==> src/rtl/fir_pkg.sv <==
// Shared constants and rounding/saturation helpers for the serial FIR output stages.
package fir_pkg;

   localparam int FIR_IN_W  = 29;
   localparam int FIR_OUT_W = 12;
   localparam int FIR_SHIFT = 11;

   // Adding half an LSB before the arithmetic shift rounds half-way values toward +inf.
   function automatic longint rnd_shr(input longint x, input int sh);
      return (x + (longint'(1) <<< (sh - 1))) >>> sh;
   endfunction

   function automatic logic is_sat(input longint x, input int ow);
      longint hi;
      longint lo;
      hi = (longint'(1) <<< (ow - 1)) - 1;
      lo = -(longint'(1) <<< (ow - 1));
      return (x > hi) || (x < lo);
   endfunction

   function automatic longint sat_val(input longint x, input int ow);
      longint hi;
      longint lo;
      hi = (longint'(1) <<< (ow - 1)) - 1;
      lo = -(longint'(1) <<< (ow - 1));
      if (x > hi)      return hi;
      else if (x < lo) return lo;
      else             return x;
   endfunction

   function automatic longint sat_round(input longint x, input int sh, input int ow);
      return sat_val(rnd_shr(x, sh), ow);
   endfunction

endpackage

==> src/rtl/sync_fifo_fwft.sv <==
// First-word-fall-through synchronous FIFO; rd_data always presents the head entry.
module sync_fifo_fwft #(
   parameter int W     = 12,
   parameter int DEPTH = 4
) (
   input  logic         clk,
   input  logic         rst,
   input  logic         wr_en,
   input  logic [W-1:0] wr_data,
   input  logic         rd_en,
   output logic [W-1:0] rd_data,
   output logic         full,
   output logic         empty
);

   localparam int AW = $clog2(DEPTH);

   logic [AW:0]  wptr;
   logic [AW:0]  rptr;
   logic [W-1:0] mem [DEPTH];
   logic         wr_ok;
   logic         rd_ok;

   assign empty = (wptr == rptr);
   assign full  = (wptr[AW] != rptr[AW]) && (wptr[AW-1:0] == rptr[AW-1:0]);

   // At full a same-cycle read frees the slot being written.
   assign rd_ok = rd_en && !empty;
   assign wr_ok = wr_en && (!full || rd_ok);

   assign rd_data = mem[rptr[AW-1:0]];

   always_ff @(posedge clk) begin
      if (rst) begin
         wptr <= '0;
         rptr <= '0;
         for (int i = 0; i < DEPTH; i++) mem[i] <= '0;
      end else begin
         if (wr_ok) begin
            mem[wptr[AW-1:0]] <= wr_data;
            wptr              <= wptr + (AW+1)'(1);
         end
         if (rd_ok) rptr <= rptr + (AW+1)'(1);
      end
   end

endmodule

==> src/rtl/fir_out_quant.sv <==
// FIR output quantiser: round-half-up shift, saturate, FWFT buffer with drop/saturation reporting.
module fir_out_quant
   import fir_pkg::*;
#(
   parameter int IN_W  = FIR_IN_W,
   parameter int OUT_W = FIR_OUT_W,
   parameter int SHIFT = FIR_SHIFT,
   parameter int DEPTH = 4,
   parameter int CNT_W = 8
) (
   input  logic                    clk,
   input  logic                    rst,
   input  logic signed [IN_W-1:0]  din,
   input  logic                    din_vld,
   output logic signed [OUT_W-1:0] dout,
   output logic                    dout_vld,
   input  logic                    dout_rdy,
   output logic                    sat_flag,
   output logic                    ovf_flag,
   output logic [CNT_W-1:0]        drop_cnt,
   input  logic                    clr
);

   logic signed [IN_W:0]  r1;
   logic                  v1;
   logic [OUT_W-1:0]      q2;
   logic                  s2;
   logic                  v2;
   logic                  full;
   logic                  empty;
   logic                  rd_en;
   logic                  wr_en;
   logic                  drop;
   logic [OUT_W-1:0]      rd_data;

   // Stage 1: rounded shift, one bit wider than din so the half-LSB add cannot overflow.
   always_ff @(posedge clk) begin
      if (rst) begin
         r1 <= '0;
         v1 <= 1'b0;
      end else begin
         v1 <= din_vld;
         if (din_vld) r1 <= (IN_W+1)'(rnd_shr(longint'(din), SHIFT));
      end
   end

   // Stage 2: clip to the output range.
   always_ff @(posedge clk) begin
      if (rst) begin
         q2 <= '0;
         s2 <= 1'b0;
         v2 <= 1'b0;
      end else begin
         v2 <= v1;
         q2 <= OUT_W'(sat_val(longint'(r1), OUT_W));
         s2 <= is_sat(longint'(r1), OUT_W);
      end
   end

   assign dout_vld = !empty;
   assign rd_en    = dout_vld && dout_rdy;
   assign wr_en    = v2 && (!full || rd_en);
   assign drop     = v2 && !wr_en;
   assign dout     = rd_data;

   sync_fifo_fwft #(
      .W     (OUT_W),
      .DEPTH (DEPTH)
   ) u_fifo (
      .clk     (clk),
      .rst     (rst),
      .wr_en   (wr_en),
      .wr_data (q2),
      .rd_en   (rd_en),
      .rd_data (rd_data),
      .full    (full),
      .empty   (empty)
   );

   // clr is applied first so a same-cycle event still lands.
   always_ff @(posedge clk) begin
      if (rst) begin
         sat_flag <= 1'b0;
         ovf_flag <= 1'b0;
         drop_cnt <= '0;
      end else begin
         if (clr) begin
            sat_flag <= 1'b0;
            ovf_flag <= 1'b0;
         end
         if (v2 && s2) sat_flag <= 1'b1;
         if (drop)     ovf_flag <= 1'b1;
         if (clr)
            drop_cnt <= drop ? CNT_W'(1) : '0;
         else if (drop && (drop_cnt != {CNT_W{1'b1}}))
            drop_cnt <= drop_cnt + CNT_W'(1);
      end
   end

endmodule

==> config.mk <==
export PLATFORM = sky130hd
export DESIGN_NAME = fir_out_quant
export DESIGN_NICKNAME = d
export VERILOG_FILES = /design/src/rtl/fir_pkg.sv /design/src/rtl/sync_fifo_fwft.sv /design/src/rtl/fir_out_quant.sv
export SDC_FILE = /design/constraint.sdc
export NUM_CORES = 1
export LEC_CHECK = 0
export ABC_CLOCK_PERIOD_IN_PS = 2150
export CORE_AREA = 2 2 95 166
export CTS_CLUSTER_SIZE = 20
export DETAILED_ROUTE_END_ITERATION = 12
export DIE_AREA = 0 0 97 168
export GPL_TIMING_DRIVEN = 0
export PLACE_DENSITY = 0.53
export SLEW_MARGIN = 20
export SYNTH_ARGS = -nofsm -noshare
export SYNTH_HDL_FRONTEND = slang
export SYNTH_SLANG_ARGS = --single-unit
export TNS_END_PERCENT = 10
==> constraint.sdc <==
create_clock -name clk -period 2.15 [get_ports clk]
set_clock_uncertainty 0.15 [all_clocks]
set_input_delay 0.43 -clock clk [delete_from_list [all_inputs] [get_ports clk]]
set_output_delay 0.43 -clock clk [all_outputs]
set_load 0.01 [all_outputs]
# Word-level counts from Yosys, hierarchy flattened
# Memories as Yosys holds them, arrays and structs flattened. A register that Yosys moved wholly into a read port is not among the register bits.
# Cells that the tools add are included.
dict set report classes {
  addsub 4
  n_lt_le_gt_ge 2
  n_eq_ne 4
  mux 18
  n_reduce_logical 19
}
# cell n
set op_table {}
lappend op_table {{$add 29x12->30 const B} 1}
lappend op_table {{$mux 12} 2}
lappend op_table {{$gt 19x12->1 const B} 1}
lappend op_table {{$lt 19x12->1 const B} 1}
lappend op_table {{$mux 8} 2}
lappend op_table {{$reduce_or 12->1} 1}
lappend op_table {{$mux 11} 1}
lappend op_table {{$mux 1} 10}
lappend op_table {{$add 8x1->8 const B} 1}
lappend op_table {{$logic_and 1x1->1} 8}
lappend op_table {{$ne 8x8->1 const B} 1}
lappend op_table {{$add 3x1->3 const B} 2}
lappend op_table {{$mux 2} 3}
lappend op_table {{$reduce_bool 2->1} 3}
lappend op_table {{$eq 3x3->1} 1}
lappend op_table {{$logic_not 1->1} 3}
lappend op_table {{$logic_or 1x1->1} 3}
lappend op_table {{$eq 2x2->1} 1}
lappend op_table {{$reduce_or 2->1} 1}
lappend op_table {{$ne 1x1->1} 1}
dict set report word_totals {
  ff_bits 50
  mem_bits_rw 48
  inputBits 34
  elab_cells 59
  memories 1
}
# name depth word_bits read_ports rd_clocked_by_memory_dff write_ports line
set memory_table {}
lappend memory_table {u_fifo.mem 4 12 1 1 4 sync_fifo_fwft.sv:20} ;# logic [W-1:0] mem [DEPTH];

# Depth between registers and ports, before layout
# Gate-level depths: netlist of the first run.
dict set report depth {
  depth_word 11
  mapped_depth 6
  ltp_nobuf 5
}

# Modules after synthesis
# A second synthesis of the first run with hierarchy kept.
dict set report unflattened {
  cells_unflattened 416
  hier_area_um2 4570.6
}
# mod instances cells_each area_each_um2
set modules_own_cells {}
lappend modules_own_cells {sync_fifo_fwft 1 186 2592.5}
lappend modules_own_cells {fir_out_quant 1 230 1978.1}

# Worst setup path after synthesis of the first run
# OpenSTA, ideal clock, no wires.
dict set report synth_path {
  kind {input to register}
  startpoint {in din[15]}
  endpoint {reg r1[16]}
  setup_time_ps 91
  arrival_ps 1892
  t_required_ps 1909
  setup_slack_ps 18
  path_stages 5
  n_path_buf 1
  cell_sequence {nand4_4 or4_1 buf_2 or4_1 a311oi_1}
}
dict set report synth_between {
  elab_chain_len 1
}
# element line
set synth_rtl {}
lappend synth_rtl {{start: declaration} fir_out_quant.sv:13} ;# input logic signed [IN_W-1:0] din,
lappend synth_rtl {{$add 29x12->30} fir_pkg.sv:10} ;# return (x + (longint'(1) <<< (sh - 1))) >>> sh;
lappend synth_rtl {{end signal: assignment} fir_out_quant.sv:43} ;# if (din_vld) r1 <= (IN_W+1)'(rnd_shr(longint'(din), SHIFT));
lappend synth_rtl {{end: declaration} fir_out_quant.sv:24} ;# logic signed [IN_W:0] r1;
# No other way between the ends.
# A chain may end at the register's enable or synchronous reset.

==> results of run 1 <==
[through the flow]
step           TNS (ns)    util  hold slack [ns]
2_1_floorplan         0       -           0.2638
3_3_place_gp     -70.94  0.3386           0.2688
3_5_place_dp     -70.44  0.3386           0.2814
4_1_cts         -0.1514  0.3634           0.2992
5_1_grt         -0.3344  0.3663           0.3044
6_report              0  0.3663           0.2807
[power by group]
group          switching [W]  total [W]  internal, W
Combinational       0.000218   0.000430     0.000212
Clock               0.000780    0.00160     0.000818
Sequential         0.0000612    0.00215      0.00209
Total                0.00106    0.00418      0.00312
[layout make-up]
cell class / instances / area [sq um]
plain buffers: 19 / 111.4
inverters: 8 / 30.03
well taps: 186 / 232.7
fillers: 1473 / 9562
clock inverters: 7 / 71.32
clock buffers: 9 / 225.2
flip-flops and latches: 100 / 2497
multi-input cells: 260 / 1931
repair buffers: 47 / 429.2
[layer usage]
metal	global-route usage	wire, um
met1	0.1186	3605
met3	0.02532	272
met4	0.06062	215
met5	0	0
met2	0.2361	5582
[cells in the mapped netlist (5+ instances only)]
cell	count
dfxtp_1	52
and2_1	49
edfxtp_1	48
nor2_1	46
clkbuf_1	18
nand2_1	16
mux4_2	12
a211oi_1	11
xor2_1	10
or3_1	9
a21oi_1	8
inv_1	8
xnor2_1	8
nand3_1	7
mux2i_1	6
nand4_1	6
nor4_1	6
a311oi_1	5
nor3_1	5
o21ai_0	5
[how the worst min path moves through the flow]
stage                 end  slack [ns]  cells past startpoint  startpoint
finish              r1[4]        0.28                      3     din[15]
global route        r1[4]        0.30                      3     din[15]
CTS                    v2        0.30                      1          v1
detailed placement     v2        0.28                      1          v1
global placement       v2        0.27                      1          v1
floorplan              v2        0.26                      1          v1
[cells by family (layout without fill, tap and decap cells)]
kind of cell | after synthesis | after routing | share of synthesized area
AND/OR/NAND/NOR | 171 | 171 | 0.2126
flip-flops | 100 | 100 | 0.5608
AO/OA/AOI/OAI | 49 | 49 | 0.08112
buffers and inverters | 28 | 90 | 0.02402
XOR/XNOR | 18 | 18 | 0.03561
multiplexers | 18 | 18 | 0.07462
adder cells (fa/ha/maj) | 4 | 4 | 0.01131
[registers in the layout (all words and copies together), names as in the netlist, named ones only]
name and cells:
v2 1, u_fifo.wptr 3, u_fifo.rptr 3, drop_cnt 8, sat_flag 1, v1 1, r1 19, u_fifo.mem 48
q2 12, ovf_flag 1, s2 1
[critical path: cells and delay by family, from the launching register on]
kind,cells,cell delay [ns]
buffers and inverters,2,0.32
DFF,1,0.41
muxes,1,0.49
[what timing repair did]
item	4_1_cts	5_1_grt
buffers inserted	0	1
cloned	0	1
pin swaps	4	3
endpoints found under the setup margin	115	81
gates resized for setup	106	29
==> reports/metrics.cfg, run 1 <==
[synthesis]
synth_async_sr_flop_share = 0
ys_ff_latch = 100
synth_edf_count = 48
synth_top_area_share = 0.3256
synth_area_leader_cell = edfxtp_1
synth_cell_types = 46
synth_area_leaders = edfxtp_1 (33%), dfxtp_1 (24%), and2_1 (6.9%)
yosysWarnings = 0
synthFlopType = dfxtp_1
netlist_area_sq_um = 4427
syn_avg_cell_area_sq_um = 11.41
postSynthCellCount = 388
syn-num-nets = 426
yosysSeqAreaShare = 0.5608

[critical_path]
crit_fanout = 5
cp_slowest_cell = mux4_2
r2r_slack_ns = 0.04
rr_startpoint = u_fifo.wptr[1]
crit_path_end = dout[7]
r2r_end = u_fifo.mem[2][7]
reg2reg_depth = 5
max_stage_delay_ns = 0.49
required_ns = 1.57
end_kind = primary output
critical_path_class = flip-flop to primary output
startpoint_type = flip-flop
path_cells = clkbuf_16, mux4_2, buf_2
worstPathArrival_ns = 1.56

[hold_path]
min_path_type = primary input to flip-flop

[final_layout]
fin_cells = 636
antennaDiodeCount = 0
stdcell_area_sq_um = 5528
nets = 483
layout_common_cells = and2_1 (49), edfxtp_1 (48), nor2_1 (46), dfxtp_1 (46), clkdlybuf4s50_1 (19)
final_common_cell = and2_1
area_growth_syn_to_layout_pct = 24.87
drive_gt1_frac = 0.1822

[clock_network]
clk_pin_slew_ns = 0.07
clockBufferDepth = 2
hold_buffers = 0
cts_tree = built
clk_latency_ns = 0.35
htreeDepth = 3
numClockSinks = 100
cts_buffers = 9
root_buffer = clkbuf_16

[floorplan]
fp.dieH_um = 168
die-area_sq_um = 16300
start_util = 0.2934
core_sq_um = 15090
die_x_um = 97
fp-row-count = 60
ios = 57

[sta]
max_freq_ghz = 0.4671
layout_setup_ws_ns = 0.009148
min_period_ns = 2.141
rsz0062_at_grt = true
maxSlewViolCount = 0
maxSlewHeadroom = 0.5866
tightest_slew_ns = 0.6121
period_share = 0.9957
setup_viol = 0
finalHoldViolations = 0

[detailed_routing]
dr.pass1.iters = 4
drtIter0Drc = 73
routed_wl_mm = 9.675
vias = 3100
drc = 0
vias_per_cell = 4.874
post_drt_wl_per_cell_um = 15.21
postRouteAntennaNets = 0

[global_route]
grt_first_pass_wirelength_mm = 15.70
grt.overflow.total = 0
grt_max_degree = 20
antenna_found_initial = 0
first_global_vias = 3267
track_usage = 0.1213

[power_and_ir_drop]
ir_drop_mv = 0.3529
power.density_nw_per_um2 = 755.5
p_total_w = 0.004176
leakagePower_nw = 2.011

[status]
status = complete, no violations

[placement]
gp_congestion = 0.8066
dp.final_hpwl_mm = 6.964
place_inst = 619
io_buffer_count = 45
place_ws_ns = -0.9547
postPlaceCellArea_sq_um = 5110

[job]
drv_cap = 0

Power figures use the tool's default switching activity.
==> run 2: changes to the inputs <==
--- a/config.mk
+++ b/config.mk
@@ -16,4 +16,4 @@
 export SYNTH_ARGS = -nofsm -noshare
 export SYNTH_HDL_FRONTEND = slang
 export SYNTH_SLANG_ARGS = --single-unit
-export TNS_END_PERCENT = 10
+export TNS_END_PERCENT = 1
==> run 2 against run 1 <==
- worst setup slack about the same
- fmax about the same
- sequential power about the same
- clock-buffer cell count unchanged
- routed wire length up 0.25%
- critical path depth unchanged
- global-route usage unchanged
- sequential share of layout area down 0.24 points
- clock power about the same
- via count up 0.32%
- register-to-register slack about the same
- largest cell class unchanged
==> reports/metrics.cfg, run 2 (synthesis results as in run 1) <==
[status]
status = complete, no violations

[clock_network]
htreeDepth = 3  ; unchanged
root_buffer = clkbuf_16
hold_buffers = 0  ; unchanged
cts_buffers = 9  ; unchanged
clockBufferDepth = 2  ; unchanged
clk_pin_slew_ns = 0.07  ; about the same
clk_latency_ns = 0.35  ; about the same
numClockSinks = 100  ; unchanged
cts_tree = built

[floorplan]
die_x_um = 97  ; unchanged
fp.dieH_um = 168  ; unchanged
core_sq_um = 15090  ; unchanged
start_util = 0.2934  ; unchanged
die-area_sq_um = 16300  ; unchanged
ios = 57  ; unchanged
fp-row-count = 60  ; unchanged

[detailed_routing]
dr.pass1.iters = 4  ; unchanged
vias_per_cell = 4.875  ; about the same
postRouteAntennaNets = 0  ; unchanged
drtIter0Drc = 73  ; unchanged
vias = 3110  ; +0.32%
routed_wl_mm = 9.699  ; +0.25%
drc = 0  ; unchanged
post_drt_wl_per_cell_um = 15.20  ; about the same

[global_route]
antenna_found_initial = 0  ; unchanged
grt.overflow.total = 0  ; unchanged
track_usage = 0.1213  ; unchanged
grt_max_degree = 20  ; unchanged
first_global_vias = 3269  ; +0.061%
grt_first_pass_wirelength_mm = 15.70  ; unchanged

[sta]
period_share = 0.9958  ; about the same
max_freq_ghz = 0.4671  ; about the same
tightest_slew_ns = 0.6296  ; +0.01752 ns
rsz0062_at_grt = true
maxSlewViolCount = 0  ; unchanged
min_period_ns = 2.141  ; +0.0001838 ns
setup_viol = 0  ; unchanged
maxSlewHeadroom = 0.5748  ; -0.01183
finalHoldViolations = 0  ; unchanged

[job]
drv_cap = 0  ; unchanged

[hold_path]
hp-start = din[15]
min_path_cells = 3  ; unchanged
min_path_type = primary input to flip-flop
hold_end = r1[4]

[final_layout]
stdcell_area_sq_um = 5558  ; +0.54%
n_fill_cell = 1467  ; -0.41%
top_register = u_fifo.mem
final_common_cell = and2_1
top_regs = u_fifo.mem: 48 flops, r1: 19 flops, q2: 12 flops
layout_common_cells = and2_1 (49), edfxtp_1 (48), nor2_1 (46), dfxtp_1 (46), clkdlybuf4s50_1 (19)
nets = 485  ; +0.41%
area_growth_syn_to_layout_pct = 25.55
drive_gt1_frac = 0.1903  ; +0.008043
antennaDiodeCount = 0  ; unchanged
largest_register_ffs = 48  ; unchanged

[critical_path]
worstPathArrival_ns = 1.56  ; about the same
startpoint_type = flip-flop
reg2reg_depth = 5  ; unchanged
rr_startpoint = u_fifo.wptr[1]
crit_fanout = 5  ; unchanged
critical_path_class = flip-flop to primary output
path_cells = clkbuf_16, mux4_2, buf_2
end_kind = primary output
path_delay_family = multiplexers
r2r_slack_ns = 0.03  ; about the same
required_ns = 1.57  ; about the same
max_stage_delay_ns = 0.49  ; about the same
path_buf_inv = 2  ; unchanged
r2r_end = u_fifo.mem[2][7]
cp_slowest_cell = mux4_2

[power_and_ir_drop]
ir_drop_mv = 0.3547  ; +0.50%
leakagePower_nw = 2.018  ; +0.31%
power.density_nw_per_um2 = 751.5  ; -0.52%
p_total_w = 0.004177  ; about the same

[placement]
gp_congestion = 0.8066  ; unchanged
dp.final_hpwl_mm = 6.964  ; unchanged
io_buffer_count = 45  ; unchanged
postPlaceCellArea_sq_um = 5110  ; unchanged

run 2: cell count changes in the layout (fill, tap and decap cells not counted):
cell | previous run | this run
and3b_1 | 1 | 2
and3b_2 | 1 | 0
buf_2 | 7 | 9
nor4_1 | 6 | 4
nor4_2 | 0 | 2
nor4b_1 | 2 | 0
nor4b_2 | 0 | 2
o311ai_0 | 4 | 2
o311ai_1 | 0 | 2
or4_1 | 1 | 2
or4_4 | 2 | 1
run 2: repair_timing:
item	4_1_cts	5_1_grt
setup buffers	0	2
pin swaps	4	3
gates resized for setup	106	33
setup endpoints to repair	115	86
gates cloned	0	1
run 2: tightest hold or removal path, cell delays in order:
cell and delay, ns:
buf_2 0.14, o21ai_0 0.08, a311oi_1 0.08
run 2: worst max-delay path by stage:
stage	startpoint	to	slack [ns]	cells past startpoint
2_1_floorplan	din[15]	r1[16]	0.02	5
3_3_place_gp	rst	u_fifo.mem[3][6]	-0.95	4
3_5_place_dp	rst	u_fifo.mem[3][6]	-0.95	4
4_1_cts	din[17]	r1[16]	-0.08	6
5_1_grt	flip-flop	dout[3]	-0.04	3
6_report	flip-flop	dout[7]	0.009	3
run 2: metrics by stage:
stage / TNS (ns) / hold WS, ns / cells / setup WS (ns) / utilization
finish: 0 / 0.2808 / 638 / 0.008964 / 0.3683
global route: -0.3857 / 0.3044 / 638 / -0.04162 / 0.3683
CTS: -0.1514 / 0.2992 / 635 / -0.07883 / 0.3635
detailed placement: -70.44 / 0.2814 / 619 / -0.9547 / 0.3386
global placement: -70.94 / 0.2688 / 619 / -0.9531 / 0.3386
floorplan: 0 / 0.2638 / 388 / 0.01756 / -
run 2: routing by layer:
layer	GRT usage	vias to the layer above	routed length (um)
li1	-	1539	-
met1	0.1186	1504	3606
met2	0.2361	50	5564
met3	0.02532	17	267
met4	0.06062	0	260
met5	0	-	0
run 2: cell type report:
| cell class | count | area, sq um | share of cell area |
|---|---|---|---|
| Buffer | 20 | 113.9 | 0.02049 |
| Clock buffer | 9 | 225.2 | 0.04052 |
| Clock inverter | 7 | 71.32 | 0.01283 |
| Inverter | 8 | 30.03 | 0.005403 |
| Multi-Input combinational cell | 260 | 1951 | 0.3510 |
| Sequential cell | 100 | 2497 | 0.4493 |
| Tap cell | 186 | 232.7 | 0.04187 |
| Timing Repair Buffer | 48 | 436.7 | 0.07857 |
run 2: where the power goes:
part | internal, W | switching (W)
combinational | 0.000212 | 0.000219
clock | 0.000818 | 0.000781
sequential | 0.00209 | 0.0000608
total | 0.00312 | 0.00106
